File: config.mk
export PLATFORM = sky130hd
export DESIGN_NAME = fpu_shared_wb_responder
export DESIGN_NICKNAME = d
export VERILOG_FILES = /design/src/rtl/fpu_shared_wb_responder.sv
export SDC_FILE = /design/constraint.sdc
export NUM_CORES = 1
export LEC_CHECK = 0
export ABC_AREA = 1
export CAP_MARGIN = 0
export CORE_ASPECT_RATIO = 0.5
export CORE_MARGIN = 2
export CORE_UTILIZATION = 54
export DETAILED_ROUTE_END_ITERATION = 16
export GPL_TIMING_DRIVEN = 0
export PLACE_DENSITY = 0.79
export RECOVER_POWER = 100
export SYNTH_ARGS = -nofsm -noshare
export SYNTH_HDL_FRONTEND = slang
export SYNTH_SLANG_ARGS = --single-unit
File: constraint.sdc
create_clock -name CLK -period 3.8 [get_ports CLK]
set_input_delay 0.38 -clock CLK [delete_from_list [all_inputs] [get_ports CLK]]
set_output_delay 0.38 -clock CLK [all_outputs]
set_load 0.01 [all_outputs]
File: src/rtl/fpu_shared_wb_responder.sv
// ----------------------------------------------------------------------------
// fpu_shared_wb_responder
//
// Responder end of the shared-FPU arbitration handshake. When the arbiter
// raises S_req, the result of the master chosen by Select (0: M1 adder,
// 1: M2 multiplier) is captured together with its source tag. After a LAT-cycle
// modelled write the pair is committed into a DEPTH-entry circular FIFO and a
// single-cycle S_ack is returned. The FIFO drains to writeback via valid/ready.
//
// Ports
//   CLK, RSTn            clock (posedge) / synchronous active-low reset
//   S_req, Select        request and source select from the arbiter
//   M1_data, M2_data     adder / multiplier results
//   S_ack                registered one-cycle completion pulse
//   abort_pulse          registered one-cycle pulse: request withdrawn in BUSY
//   out_valid/out_ready  FIFO head handshake toward writeback
//   out_data, out_src    FIFO head entry (combinational from storage)
//   fifo_count           number of occupied FIFO entries
// ----------------------------------------------------------------------------
module fpu_shared_wb_responder #(
  parameter int DW    = 32,
  parameter int DEPTH = 4,
  parameter int LAT   = 2
) (
  input  logic                       CLK,
  input  logic                       RSTn,
  input  logic                       S_req,
  input  logic                       Select,
  input  logic [DW-1:0]              M1_data,
  input  logic [DW-1:0]              M2_data,
  output logic                       S_ack,
  output logic                       out_valid,
  input  logic                       out_ready,
  output logic [DW-1:0]              out_data,
  output logic                       out_src,
  output logic [$clog2(DEPTH+1)-1:0] fifo_count,
  output logic                       abort_pulse
);

  localparam int AW   = $clog2(DEPTH);
  localparam int CW   = $clog2(DEPTH+1);
  localparam int CNTW = (LAT > 1) ? $clog2(LAT) : 1;

  localparam logic [CW-1:0]   DEPTH_C  = CW'(DEPTH);
  localparam logic [CNTW-1:0] CNT_LOAD = CNTW'(LAT - 1);

  typedef enum logic [1:0] {IDLE, BUSY, ACK, DROP} state_t;

  state_t          state_reg;
  logic [CNTW-1:0] cnt_reg;
  logic [DW-1:0]   cap_data_reg;
  logic            cap_src_reg;

  logic [DW-1:0]   mem_data [DEPTH];
  logic            mem_src  [DEPTH];
  logic [AW-1:0]   wr_ptr_reg;
  logic [AW-1:0]   rd_ptr_reg;
  logic [CW-1:0]   count_reg;

  logic push_w;
  logic pop_w;

  // Commit happens on the last write-latency cycle, only while the request is
  // still asserted. Fullness was already checked when the capture was taken,
  // and only one capture can be in flight, so a push never meets a full FIFO.
  assign push_w = (state_reg == BUSY) && S_req && (cnt_reg == '0);
  assign pop_w  = out_valid && out_ready;

  assign out_valid  = (count_reg != '0);
  assign out_data   = mem_data[rd_ptr_reg];
  assign out_src    = mem_src[rd_ptr_reg];
  assign fifo_count = count_reg;

  // Handshake FSM with registered S_ack / abort_pulse.
  always_ff @(posedge CLK) begin
    if (!RSTn) begin
      state_reg    <= IDLE;
      cnt_reg      <= '0;
      cap_data_reg <= '0;
      cap_src_reg  <= 1'b0;
      S_ack        <= 1'b0;
      abort_pulse  <= 1'b0;
    end else begin
      S_ack       <= 1'b0;
      abort_pulse <= 1'b0;
      case (state_reg)
        IDLE: begin
          // Registered (pre-pop) count gates the capture: a pop on this same
          // edge frees the slot only for the next cycle.
          if (S_req && (count_reg < DEPTH_C)) begin
            cap_data_reg <= Select ? M2_data : M1_data;
            cap_src_reg  <= Select;
            cnt_reg      <= CNT_LOAD;
            state_reg    <= BUSY;
          end
        end
        BUSY: begin
          if (!S_req) begin
            abort_pulse <= 1'b1;
            state_reg   <= IDLE;
          end else if (cnt_reg != '0) begin
            cnt_reg <= cnt_reg - CNTW'(1);
          end else begin
            S_ack     <= 1'b1;
            state_reg <= ACK;
          end
        end
        ACK: begin
          state_reg <= DROP;
        end
        DROP: begin
          // The arbiter's registered S_req may still be high right after the
          // ack; wait it out so one request is never acknowledged twice.
          if (!S_req) state_reg <= IDLE;
        end
        default: state_reg <= IDLE;
      endcase
    end
  end

  // FIFO pointers and occupancy. Power-of-two depth lets pointers wrap
  // naturally.
  always_ff @(posedge CLK) begin
    if (!RSTn) begin
      wr_ptr_reg <= '0;
      rd_ptr_reg <= '0;
      count_reg  <= '0;
    end else begin
      if (push_w) wr_ptr_reg <= wr_ptr_reg + AW'(1);
      if (pop_w)  rd_ptr_reg <= rd_ptr_reg + AW'(1);
      case ({push_w, pop_w})
        2'b10:   count_reg <= count_reg + CW'(1);
        2'b01:   count_reg <= count_reg - CW'(1);
        default: count_reg <= count_reg;
      endcase
    end
  end

  // Entry storage; contents need no reset since occupancy tracks validity.
  always_ff @(posedge CLK) begin
    if (push_w) begin
      mem_data[wr_ptr_reg] <= cap_data_reg;
      mem_src[wr_ptr_reg]  <= cap_src_reg;
    end
  end

endmodule

Yosys cells after proc, flatten, opt, wreduce, memory -nomap -nowiden
Memories as Yosys holds them, arrays and structs flattened. A register that Yosys moved wholly into a read port is not among the register bits.
Cells that the tools add are included.
{"block": "word_totals", "n_memories": 2, "ff_bits": 45, "mem_bits_rw": 132, "output_inout_bits": 39, "elab_cells": 59, "in_bits": 69}
{"block": "op_classes", "n_eq_ne": 9, "reduce_logical": 13, "muxes": 19, "add_sub_neg": 5, "n_lt_le_gt_ge": 1, "bitwise": 1}
{"memory": "mem_data", "depth": 4, "word_bits": 32, "rd": 1, "rd_ports_with_merged_regs": 1, "wr": 1, "line_no": "54", "text": "logic [DW-1:0] mem_data [DEPTH];"}
{"memory": "mem_src", "depth": 4, "word_bits": 1, "rd": 1, "rd_ports_with_merged_regs": 1, "wr": 1, "line_no": "55", "text": "logic mem_src [DEPTH];"}
{"operator": "two-way mux 32 bit", "count": 1}
{"operator": "two-way mux 2 bit", "count": 8}
{"operator": "AND reduction 3 bit", "count": 3}
{"operator": "case mux 2 bit (4 select lines)", "count": 1}
{"operator": "two-way mux 1 bit", "count": 7}
{"operator": "equality test 2 bit (second input constant)", "count": 3}
{"operator": "!= test 2 bit (second input constant)", "count": 3}
{"operator": "case mux 3 bit (2 select lines)", "count": 1}
{"operator": "adder 2 x 1 -> 2 bit (second input constant)", "count": 2}
{"operator": "equality test 2 x 1 -> 1 bit (second input constant)", "count": 2}
{"operator": "logical AND 1 bit", "count": 4}
{"operator": "AND reduction 2 bit", "count": 2}
{"operator": "nonzero test 2 bit", "count": 2}
{"operator": "adder 3 x 1 -> 3 bit (second input constant)", "count": 1}
{"operator": "< comparator 3 bit (second input constant)", "count": 1}
{"operator": "!= test 3 bit (second input constant)", "count": 1}
{"operator": "nonzero test 3 bit", "count": 1}
{"operator": "subtractor 3 x 1 -> 3 bit (second input constant)", "count": 1}
{"operator": "zero test 2 bit", "count": 1}
{"operator": "case mux 1 bit (2 select lines)", "count": 1}
{"operator": "inverter 1 bit", "count": 1}
{"operator": "subtractor 1 bit (second input constant)", "count": 1}

Depth between registers and ports, before layout
Gate-level depths: netlist of the first run.
{"block": "logic_depth", "depth_word": 5, "depth_mapped": 13, "mapped_depth_nobuf": 13}

Least setup slack after synthesis of the first run
OpenSTA, ideal clock, no wires.
{"block": "synth_path", "kind": "reg2reg", "start": "reg with a tool-made name", "end": "mem mem_data[0][0] (enable)", "path_buffers": 0, "required_time_ps": 3377, "path_stages_with_launch": 6, "slack_ps": 1167, "t_arrival_ps": 2210, "path_cell_list": "dfxtp_1 inv_1 nand2_1 nor2_1 nand2_1 nor2_1"}
{"element": "to (decl)", "line_no": "54"}

Final worst setup path of the first run
{"block": "layout_path", "start": "in S_req", "end": "mem mem_data[2][9] (enable)"}
{"block": "layout_between", "elab_chain_len": 4}
{"element": "from (decl)", "line_no": "27", "text": "input logic S_req,"}
{"element": "logical AND 1 bit (2 in series)", "line_no": "66", "text": "assign push_w = (state_reg == BUSY) && S_req && (cnt_reg == '0);"}
{"element": "two-way mux 1 bit", "line_no": "141", "text": "if (push_w) begin"}
{"element": "two-way mux 1 bit (implied by the code)", "line_no": "142", "text": "mem_data[wr_ptr_reg] <= cap_data_reg;"}
Every way passes these cells.

==> results of run 1 <==
==> through the flow <==
stage          total power [W]  hold slack [ns]
2_1_floorplan         0.003225           0.4582
3_3_place_gp          0.003917           0.4741
3_5_place_dp          0.003965           0.4825
4_1_cts               0.005940           0.4936
5_1_grt               0.006105           0.5120
6_report              0.005840           0.4924
==> Yosys cell counts, types with 2 or more instances <==
library cell	instances	area (µm²)
sky130_fd_sc_hd__nor2_1	148	555.5
sky130_fd_sc_hd__clkbuf_1	27	101.4
sky130_fd_sc_hd__buf_6	2	22.52
sky130_fd_sc_hd__ha_1	5	62.56
sky130_fd_sc_hd__dfxtp_1	47	940.9
sky130_fd_sc_hd__a21oi_1	6	30.03
sky130_fd_sc_hd__buf_1	2	7.510
sky130_fd_sc_hd__o21ai_0	69	345.3
sky130_fd_sc_hd__nand3_1	5	25.02
sky130_fd_sc_hd__o22ai_1	33	206.5
sky130_fd_sc_hd__nand2_1	182	683.2
sky130_fd_sc_hd__edfxtp_1	132	3964
sky130_fd_sc_hd__buf_2	7	35.03
sky130_fd_sc_hd__inv_1	57	214.0
==> logic make-up (layout without fill, tap and decap cells) <==
kind of cell	Yosys count	count (layout)	synth area share, %
simple gates	339	339	17.79
flops	179	179	67.57
compound gates	110	110	8.206
buf+inv	96	238	5.292
fa+ha+maj	6	6	1.138
==> routing by layer <==
layer,global-route usage [%],routed length [µm],part of all wire (%)
met1,32.00,7301,42
met2,41.06,8130,47
met3,6.230,1487,8.6
met4,10.51,331,1.9
met5,0,0,0
==> final timing paths <==
| path | cells after the start | endpoint | slack (ns) |
|---|---|---|---|
| worst min-delay path | 2 | abort_pulse | 0.49 |
| worst max-delay path | 6 | mem_data[2][9] | 0.49 |
| worst max register to register | 6 | mem_data[2][9] | 0.68 |
| worst min register to register | 2 | abort_pulse | 0.49 |
==> worst max-delay path: stages <==
cell	delay, ns
sky130_fd_sc_hd__dlygate4sd3_1	0.65
sky130_fd_sc_hd__inv_1	0.11
sky130_fd_sc_hd__nor2_1	0.20
sky130_fd_sc_hd__nand2_1	0.23
sky130_fd_sc_hd__nor2_1	0.47
sky130_fd_sc_hd__dlymetal6s4s_1	1.28
==> area by class of cell <==
class	instances	area [µm²]
Buffer	38	153.9
Clock buffer	17	425.4
Clock inverter	15	252.7
Fill cell	917	3641
Inverter	58	217.7
Multi-Input combinational cell	455	1962
Sequential cell	179	4905
Tap cell	170	212.7
Timing Repair Buffer	110	1111
==> power breakdown <==
group	internal [W]	switching, W
combinational	0.000573	0.000852
sequential	0.00230	0.000131
clock	0.00124	0.000745
total	0.00411	0.00173
==> impl_results.md, run 1 <==
- Hold Crit Class: reg2reg
- Launch point of the critical path: S_req
- Die Height: 85.98 µm
- Ys async rst share: 0%
- Detailed-route DRC error count: 0
- Syn. warnings: 0
- Critical path fanouts, max: 28
- Pwr dens: 632.0 nW/µm²
- Final standard cell utilization of the core: 71.73%
- Number of optimization iterations in the first detailed-route pass: 5
- Post-synth cell types: 22
- Synthesized net count: 805
- Worst Min Path Start: state_reg[0]
- Remaining antenna violation count: 0
- Detail-routed via count per cell: 5.285
- Number of flops mapped to enable cells by yosys: ~130
- Most common library cell in the layout ignoring fill and taps: sky130_fd_sc_hd__nand2_1
- Buffers inserted by post-CTS timing repair: 0
- Number of buffers created by CTS: 17
- Maximum clock rate: 302.0 MHz
- Data arrival, critical path: about 3.3 ns
- Cells after Synth: 730
- Final #Nets: 934
- Setup WS pre-CTS: ~1.1 ns
- Worst Path Required: 3.83 ns
- Design area: 9240 µm²
- Die area: ~14,000 µm²
- Clock latency reported for the late side of the worst-skew pair: ~0.43 ns
- # setup viols final: 0
- Tcrit/Tclk final: 87.13%
- Share of synthesized area occupied by flip-flops and latches: 67.57%
- Setup repair after global routing missed its margin: no
- Startpoint-to-endpoint class of the critical path: in2reg
- Startpoint type of the worst setup path: input pin
- Number of H-tree levels: 4
- Relative slew slack: -10.49%
- Syn Std Cell Area: 7258 µm²
- Horizontal extent of the die: 168.0 µm
- Commonest non-fill, non-tap cells in the layout: sky130_fd_sc_hd__nand2_1, sky130_fd_sc_hd__nor2_1, sky130_fd_sc_hd__edfxtp_1
- Clock Skews: 0.007929 ns
- Grt ovf: 0
- Final Wtd Congestion: 0.7891
- TritonCTS sink count: between 150 and 200
- Primary FF master, synth: sky130_fd_sc_hd__edfxtp_1
- Post-Place Cells: 1,010
- Clk buf depth: 2
- Max-cap violation count: 2
- Core Box Area: ~13,000 µm²
- Hold buffers post-CTS: 0
- Non-filler cells, final: approximately 1,000
- CTS tree: built
- Root cell of the clock tree: sky130_fd_sc_hd__clkbuf_16
- Site Rows: 29
- Transition time at the pin with the least slew margin: 1.655 ns
- Vias in the first global route: 5,306
- First-pass GRT wire length: 26.68 mm
- Number of synthesized register bits: 179
- Maximum resistive drop on vdd: between 0.4 and 0.5 mV
- Drt wl/cell: around 17 µm
- Post-Route Setup TNS: 0 ns
- Total via count after detailed routing: 5,507
- Number of DRC markers after the initial detailed-route iteration: 497
- Pins Over Slew Limit: 59
- Layout area overhead: 27.31%
- Hold Vio Cnt, Final: 0
- Total wire length: 17.25 mm
- PostCTS Resize Cnt: 0
- Sort of element at the end of the critical path: flip-flop
- Fraction of layout cells with a size suffix above 1: 4.243%
- Starting density of the core: 56.35%
- Static Leakage: roughly 3.7 nW
- Largest net degree at the start of global routing: 30
- Num ports: around 110
- Violations in the final reports: max-capacitance violations, max-slew violations
- Average cell area after synthesis: around 10 µm²
- Antenna violations before repair: 0
- Result of the run: complete, but fails checks
- Final critical delay including setup and external delays: 3.311 ns
- Global-route usage over all layers: 24.90%
- Least setup slack across all paths after layout: 0.4892 ns
- Inserted Diodes: 0
- Number of flip-flops in the largest register: 128
- Clock transition at the registers of the reported paths: 0.07 ns
- Area after detailed placement: 8642 µm²
- Detailed placer's ending HPWL: 10.93 mm
- Port Buffer Count: 106
(Power assumes the default switching activity.)
==> run 2: changes to the inputs <==
--- a/config.mk
+++ b/config.mk
@@ -12,8 +12,9 @@
 export CORE_UTILIZATION = 54
 export DETAILED_ROUTE_END_ITERATION = 16
 export GPL_TIMING_DRIVEN = 0
-export PLACE_DENSITY = 0.79
+export PLACE_DENSITY = 0.8
 export RECOVER_POWER = 100
+export SETUP_SLACK_MARGIN = 0.4
 export SYNTH_ARGS = -nofsm -noshare
 export SYNTH_HDL_FRONTEND = slang
 export SYNTH_SLANG_ARGS = --single-unit
==> constraint.sdc (replaced) <==
create_clock -name CLK -period 3.8 [get_ports CLK]
set_input_delay 0.38 -clock CLK [delete_from_list [all_inputs] [get_ports CLK]]
set_output_delay 0.38 -clock CLK [all_outputs]
set_load 0.05 [all_outputs]
==> impl_results.md, run 2 (synthesis results as in run 1) <==
- Total wire length: 17.53 mm (+1.6%)
- Maximum clock rate: 305.1 MHz (+1.0%)
- Fraction of layout cells with a size suffix above 1: 4.128% (-0.11 points)
- Maximum resistive drop on vdd: 0.5548 mV (+20%)
- Inserted Diodes: 0 (unchanged)
- Cell count of the worst hold path: 2 (unchanged)
- Flip-flop and latch area: 4905 µm² (unchanged)
- Met1 track demand over resource: 33.43% (+1.4 points)
- Number of buffers created by CTS: 17 (unchanged)
- Clk buf depth: 2 (unchanged)
- TritonCTS sink count: 179 (unchanged)
- Detail-routed via count per cell: 5.276 (-0.16%)
- Cell depth of the worst flop-to-flop path: 6 (unchanged)
- Final total power: 0.006236 W (+6.8%)
- Root cell of the clock tree: sky130_fd_sc_hd__clkbuf_16
- Final Wtd Congestion: 0.7793 (-1.2%)
- Most common library cell in the layout ignoring fill and taps: sky130_fd_sc_hd__nand2_1
- Transition time at the pin with the least slew margin: 1.592 ns (-0.06248 ns)
- Drt wl/cell: 16.83 µm (+1.6%)
- Global Route met2 Usage: 43.01% (+2.0 points)
- Grt ovf: 0 (unchanged)
- Pwr dens: 680.0 nW/µm² (+7.6%)
- Startpoint-to-endpoint class of the critical path: in2reg
- Pins Over Slew Limit: 89 (+51%)
- Tcrit/Tclk final: 86.25% (-0.88 points)
- Detailed-route DRC error count: 0 (unchanged)
- Violations in the final reports: max-capacitance violations, max-slew violations
- First-pass GRT wire length: 27.56 mm (+3.3%)
- Hold_ws: 0.4930 ns (+0.0005840 ns)
- Port Buffer Count: 106 (unchanged)
- Clock Skews: 0.009238 ns (+0.001309 ns)
- Global-route usage over all layers: 25.60% (+0.71 points)
- Num ports: 108 (unchanged)
- Largest net degree at the start of global routing: 30 (unchanged)
- Hold Vio Cnt, Final: 0 (unchanged)
- Hold buffers post-CTS: 0 (unchanged)
- Count of filler cells inserted in the layout: 922 (+0.55%)
- Final critical delay including setup and external delays: 3.278 ns (-0.03326 ns)
- Data arrival, critical path: 3.31 ns (-0.03 ns)
- Final #Nets: 934 (unchanged)
- Core Box Area: 12,880 µm² (unchanged)
- Critical path fanouts, max: 28 (unchanged)
- Sort of element at the end of the critical path: flip-flop
- Total via count after detailed routing: 5,498 (-0.16%)
- Die Height: 85.98 µm (unchanged)
- Static Leakage: 3.693 nW (-0.42%)
- Non-filler cells, final: 1,042 (unchanged)
- Final standard cell utilization of the core: 71.20% (-0.53 points)
- # setup viols final: 0 (unchanged)
- Detailed placer's ending HPWL: 11.52 mm (+5.4%)
- Number of H-tree levels: 4 (unchanged)
- Commonest non-fill, non-tap cells in the layout: sky130_fd_sc_hd__nand2_1, sky130_fd_sc_hd__nor2_1, sky130_fd_sc_hd__edfxtp_1
- GR Layer Usage met3: 5.861% (-0.37 points)
- Post-Route Setup TNS: 0 ns (unchanged)
- Hold Crit Class: reg2reg
- Setup repair after global routing missed its margin: no
- Max-cap violation count: 3 (+1)
- Number of optimization iterations in the first detailed-route pass: 8 (+3)
- Global-route layer with the greatest usage: met2
- Startpoint type of the worst setup path: input pin
- Clock latency reported for the late side of the worst-skew pair: 0.44 ns (about the same)
- Site Rows: 29 (unchanged)
- Number of DRC markers after the initial detailed-route iteration: 539 (+8.5%)
- Number of flip-flops in the largest register: 128 (unchanged)
- Horizontal extent of the die: 168.0 µm (unchanged)
- Remaining antenna violation count: 0 (unchanged)
- Layout area overhead: 26.36%
- Result of the run: complete, but fails checks
- Starting density of the core: 56.35% (unchanged)
- Worst Path Required: 3.83 ns (about the same)
- Vias in the first global route: 5,474 (+3.2%)
- CTS tree: built
- Clock transition at the registers of the reported paths: 0.07 ns (about the same)
- Area of the multi-input gates: 1962 µm² (unchanged)
- Post-Place Cells: 1,010 (unchanged)
- Relative slew slack: -6.314% (+4.2 points)
- Antenna violations before repair: 0 (unchanged)
- Die area: 14,440 µm² (unchanged)
## run 2: changes by cell type in the layout (fill, tap and decap cells not counted), sizes merged
cell / before / now
buf: 5 / 4
bufinv: 6 / 3
clkdlybuf4s50: 66 / 65
clkinv: 6 / 2
clkinvlp: 1 / 6
dlygate4sd3: 40 / 41
dlymetal6s2s: 1 / 3
inv: 60 / 61
## run 2: final timing paths
check                   endpoint  startpoint  slack [ns]
hold / removal         flip-flop   flip-flop        0.49
hold reg to reg        flip-flop   flip-flop        0.49
setup / recovery  mem_data[3][8]       S_req        0.52
setup reg to reg  mem_data[3][8]   flip-flop        0.70
## run 2: per-stage QoR
step / setup WS [ns] / instance area [µm²]
CTS: 0.5826 / 9250
finish: 0.5225 / 9171
floorplan: 1.167 / 7258
global route: 0.3209 / 9171
detailed placement: 1.057 / 8642
global placement: -0.5944 / 8532
## run 2: report_power, final
part	switching, W	leakage, nW	total [W]	internal (W)
clock	0.000755	0.276	0.00180	0.00104
combinational	0.00144	1.81	0.00201	0.000577
sequential	0.000127	1.60	0.00243	0.00230
## run 2: what timing repair did
item / CTS / global route
hold endpoints to repair: 0 / 0
endpoints found under the setup margin: 0 / 1
buffers inserted: 0 / 0
gates resized for setup: 0 / 2
## run 2: layer usage
layer  vias up  wire [µm]
li1       2672          -
met1      2556       7191
met2       245       8526
met3        25       1550
met4         0        266
met5         -          0
## run 2: area by class of cell
cell class / count / share of cell area, %
flip-flops and latches: 179 / 53.48
multi-input cells: 455 / 21.39
repair buffers: 110 / 12.11
clock buffers: 18 / 4.679
inverters: 58 / 2.374
well taps: 170 / 2.319
clock inverters: 14 / 1.951
plain buffers: 38 / 1.692
## run 2: critical path, cell delays in order
cell and delay [ns]:
sky130_fd_sc_hd__dlygate4sd3_1 0.64, sky130_fd_sc_hd__inv_1 0.11, sky130_fd_sc_hd__nor2_1 0.19, sky130_fd_sc_hd__nand2_1 0.22
sky130_fd_sc_hd__nor2_1 0.52, sky130_fd_sc_hd__dlymetal6s2s_1 1.22
==> run 3: changes to the inputs <==
--- a/config.mk
+++ b/config.mk
@@ -8,7 +8,6 @@
 export ABC_AREA = 1
 export CAP_MARGIN = 0
 export CORE_ASPECT_RATIO = 0.5
-export CORE_MARGIN = 2
 export CORE_UTILIZATION = 54
 export DETAILED_ROUTE_END_ITERATION = 16
 export GPL_TIMING_DRIVEN = 0
==> impl_results.md, run 3 (synthesis results as in run 1) <==
- Antenna violations before repair: 1 (+1)
- Number of optimization iterations in the first detailed-route pass: 11 (+3)
- Flip-flop and latch area: 4905 µm² (unchanged)
- Number of buffers created by CTS: 17 (unchanged)
- Site Rows: 29 (unchanged)
- Fraction of layout cells with a size suffix above 1: 4.243% (+0.11 points)
- Count of filler cells inserted in the layout: 896 (-2.8%)
- Largest net degree at the start of global routing: 30 (unchanged)
- Hold buffers post-CTS: 0 (unchanged)
- Hold Vio Cnt, Final: 0 (unchanged)
- Static Leakage: 3.723 nW (+0.83%)
- Die Height: 83.98 µm (-2.3%)
- Critical path fanouts, max: 28 (unchanged)
- Clock transition at the registers of the reported paths: 0.07 ns (about the same)
- Transition time at the pin with the least slew margin: 1.603 ns (+0.01046 ns)
- PostCTS Resize Cnt: 0 (unchanged)
- Total wire length: 17.92 mm (+2.2%)
- Hold Crit Class: reg2reg
- Number of flip-flops in the largest register: 128 (unchanged)
- Grt ovf: 0 (unchanged)
- Data arrival, critical path: 3.36 ns (+0.05 ns)
- Flop2flop setup slack: 0.64 ns (-0.06 ns)
- Internal power component: 0.003991 W (+1.9%)
- Starting density of the core: 56.35% (unchanged)
- Most common library cell in the layout ignoring fill and taps: sky130_fd_sc_hd__nand2_1
- Fraction of power consumed by the clock network: 30.3% (+1.5 points)
- Maximum clock rate: 300.7 MHz (-1.4%)
- Core Box Area: 12,880 µm² (unchanged)
- Startpoint-to-endpoint class of the critical path: in2reg
- Area of the multi-input gates: 1962 µm² (unchanged)
- TritonCTS sink count: 179 (unchanged)
- Switching share of power: 37.14% (-0.050 points)
- Pins Over Slew Limit: 89 (unchanged)
- CTS tree: built
- Worst Path Required: 3.83 ns (about the same)
- Drt wl/cell: 17.18 µm (+2.1%)
- Number of H-tree levels: 4 (unchanged)
- Post-Route Setup TNS: 0 ns (unchanged)
- Sort of element at the end of the critical path: flip-flop
- Pwr dens: 689.8 nW/µm² (+1.4%)
- Layout area overhead: 26.81%
- Endpoint of the worst setup timing path: mem_data[2][4]
- Horizontal extent of the die: 166.0 µm (-1.2%)
- Violations in the final reports: design-rule violations, max-capacitance violations, max-slew violations
- Max-cap violation count: 3 (unchanged)
- Tcrit/Tclk final: 87.51% (+1.3 points)
- Hold_ws: 0.4898 ns (-0.003212 ns)
- First-pass GRT wire length: 28.04 mm (+1.8%)
- Number of DRC markers after the initial detailed-route iteration: 515 (-4.5%)
- Share of power burned in combinational logic: 31.5% (-0.8 points)
- Reg2reg end: mem_data[2][4]
- Total via count after detailed routing: 5,580 (+1.5%)
- Detailed placer's ending HPWL: 11.44 mm (-0.65%)
- Detailed-route DRC error count: 8 (+8)
- Final critical delay including setup and external delays: 3.325 ns (+0.04781 ns)
- Final Wtd Congestion: 0.8219 (+5.5%)
- # setup viols final: 0 (unchanged)
- Result of the run: complete, but fails checks
- Global-route usage over all layers: 26.92% (+1.3 points)
- Net switching power: 0.002358 W (+1.7%)
- Root cell of the clock tree: sky130_fd_sc_hd__clkbuf_16
- Launch point of the critical path: S_req
- Commonest non-fill, non-tap cells in the layout: sky130_fd_sc_hd__nand2_1, sky130_fd_sc_hd__nor2_1, sky130_fd_sc_hd__edfxtp_1
- Clock latency reported for the late side of the worst-skew pair: 0.43 ns (about the same)
- Remaining antenna violation count: 0 (unchanged)
- Vias in the first global route: 5,682 (+3.8%)
- Clock Skews: 0.008391 ns (-0.0008476 ns)
- Relative slew slack: -7.012% (-0.70 points)
- Clk buf depth: 2 (unchanged)
- Die area: 13,940 µm² (-3.5%)
- Num ports: 108 (unchanged)
- Sequential power share: 38.2% (-0.7 points)
- Port Buffer Count: 106 (unchanged)
- Final #Nets: 934 (unchanged)
- Cell depth of the worst flop-to-flop path: 6 (unchanged)
- Setup repair after global routing missed its margin: no
- Buffers inserted by post-CTS timing repair: 0 (unchanged)
- Detail-routed via count per cell: 5.350 (+1.4%)
- Startpoint type of the worst setup path: input pin
- Maximum resistive drop on vdd: 0.4889 mV (-12%)
[run 3: changes by cell type in the layout (fill, tap and decap cells not counted)]
cell                            delta
sky130_fd_sc_hd__dlygate4sd3_1     -1
sky130_fd_sc_hd__inv_8             +2
sky130_fd_sc_hd__inv_6             +2
sky130_fd_sc_hd__diode_2           +1
sky130_fd_sc_hd__clkinvlp_4        -4
sky130_fd_sc_hd__bufinv_16         +1
[run 3: critical path, cell delays in order]
cell                             delay [ns]
sky130_fd_sc_hd__dlygate4sd3_1         0.63
sky130_fd_sc_hd__inv_1                 0.10
sky130_fd_sc_hd__nor2_1                0.21
sky130_fd_sc_hd__nand2_1               0.23
sky130_fd_sc_hd__nor2_1                0.53
sky130_fd_sc_hd__dlymetal6s4s_1        1.26
[run 3: how the worst min path moves through the flow]
| stage | start | end | slack [ns] | depth (start not counted) |
|---|---|---|---|---|
| 2_1_floorplan | S_req | abort_pulse | 0.46 | 1 |
| 3_3_place_gp | cap_data_reg[3] | mem_data[1][3] | 0.48 | 0 |
| 3_5_place_dp | state_reg[0] | abort_pulse | 0.48 | 2 |
| 4_1_cts | state_reg[0] | abort_pulse | 0.49 | 2 |
| 5_1_grt | state_reg[0] | abort_pulse | 0.51 | 2 |
| 6_report | state_reg[0] | abort_pulse | 0.49 | 2 |
[run 3: metrics by stage]
stage | setup slack [ns] | cells | power (W) | util [%] | instance area, µm²
2_1_floorplan | 1.167 | 730 | 0.003790 | - | 7258
3_3_place_gp | -0.6155 | 1006 | 0.004473 | 66.24 | 8532
3_5_place_dp | 1.055 | 1010 | 0.004535 | 67.09 | 8642
4_1_cts | 0.5265 | 1042 | 0.006431 | 72.09 | 9286
5_1_grt | 0.2178 | 1042 | 0.006586 | 71.43 | 9201
6_report | 0.4747 | 1043 | 0.006349 | 71.45 | 9204
[run 3: area by class of cell]
type,count,area share [%]
sequential,179,53.29
multi-input combinational,455,21.32
timing repair buffer,110,12.00
clock buffer,17,4.622
clock inverter,15,2.379
inverter,58,2.365
tap,170,2.311
buffer,38,1.686
antenna,1,0.02719
[run 3: power groups by stage]
stage                     Clock, W  Sequential, W  Combinational (W)
final                      0.00192        0.00243            0.00200
after global routing       0.00199        0.00244            0.00215
after CTS                  0.00191        0.00242            0.00209
after detailed placement         0        0.00246            0.00207
after global placement           0        0.00245            0.00202
after floorplan                  0        0.00247            0.00132
[run 3: layer usage]
metal | GRT usage (%) | wire, µm | part of all wire [%] | up-vias
met4 | 11.47 | 433 | 2.4 | 0
met1 | 32.69 | 7012 | 39 | 2560
met5 | 0 | 0 | 0 | -
li1 | - | - | - | 2672
met3 | 7.681 | 1839 | 10 | 43
met2 | 45.38 | 8636 | 48 | 305
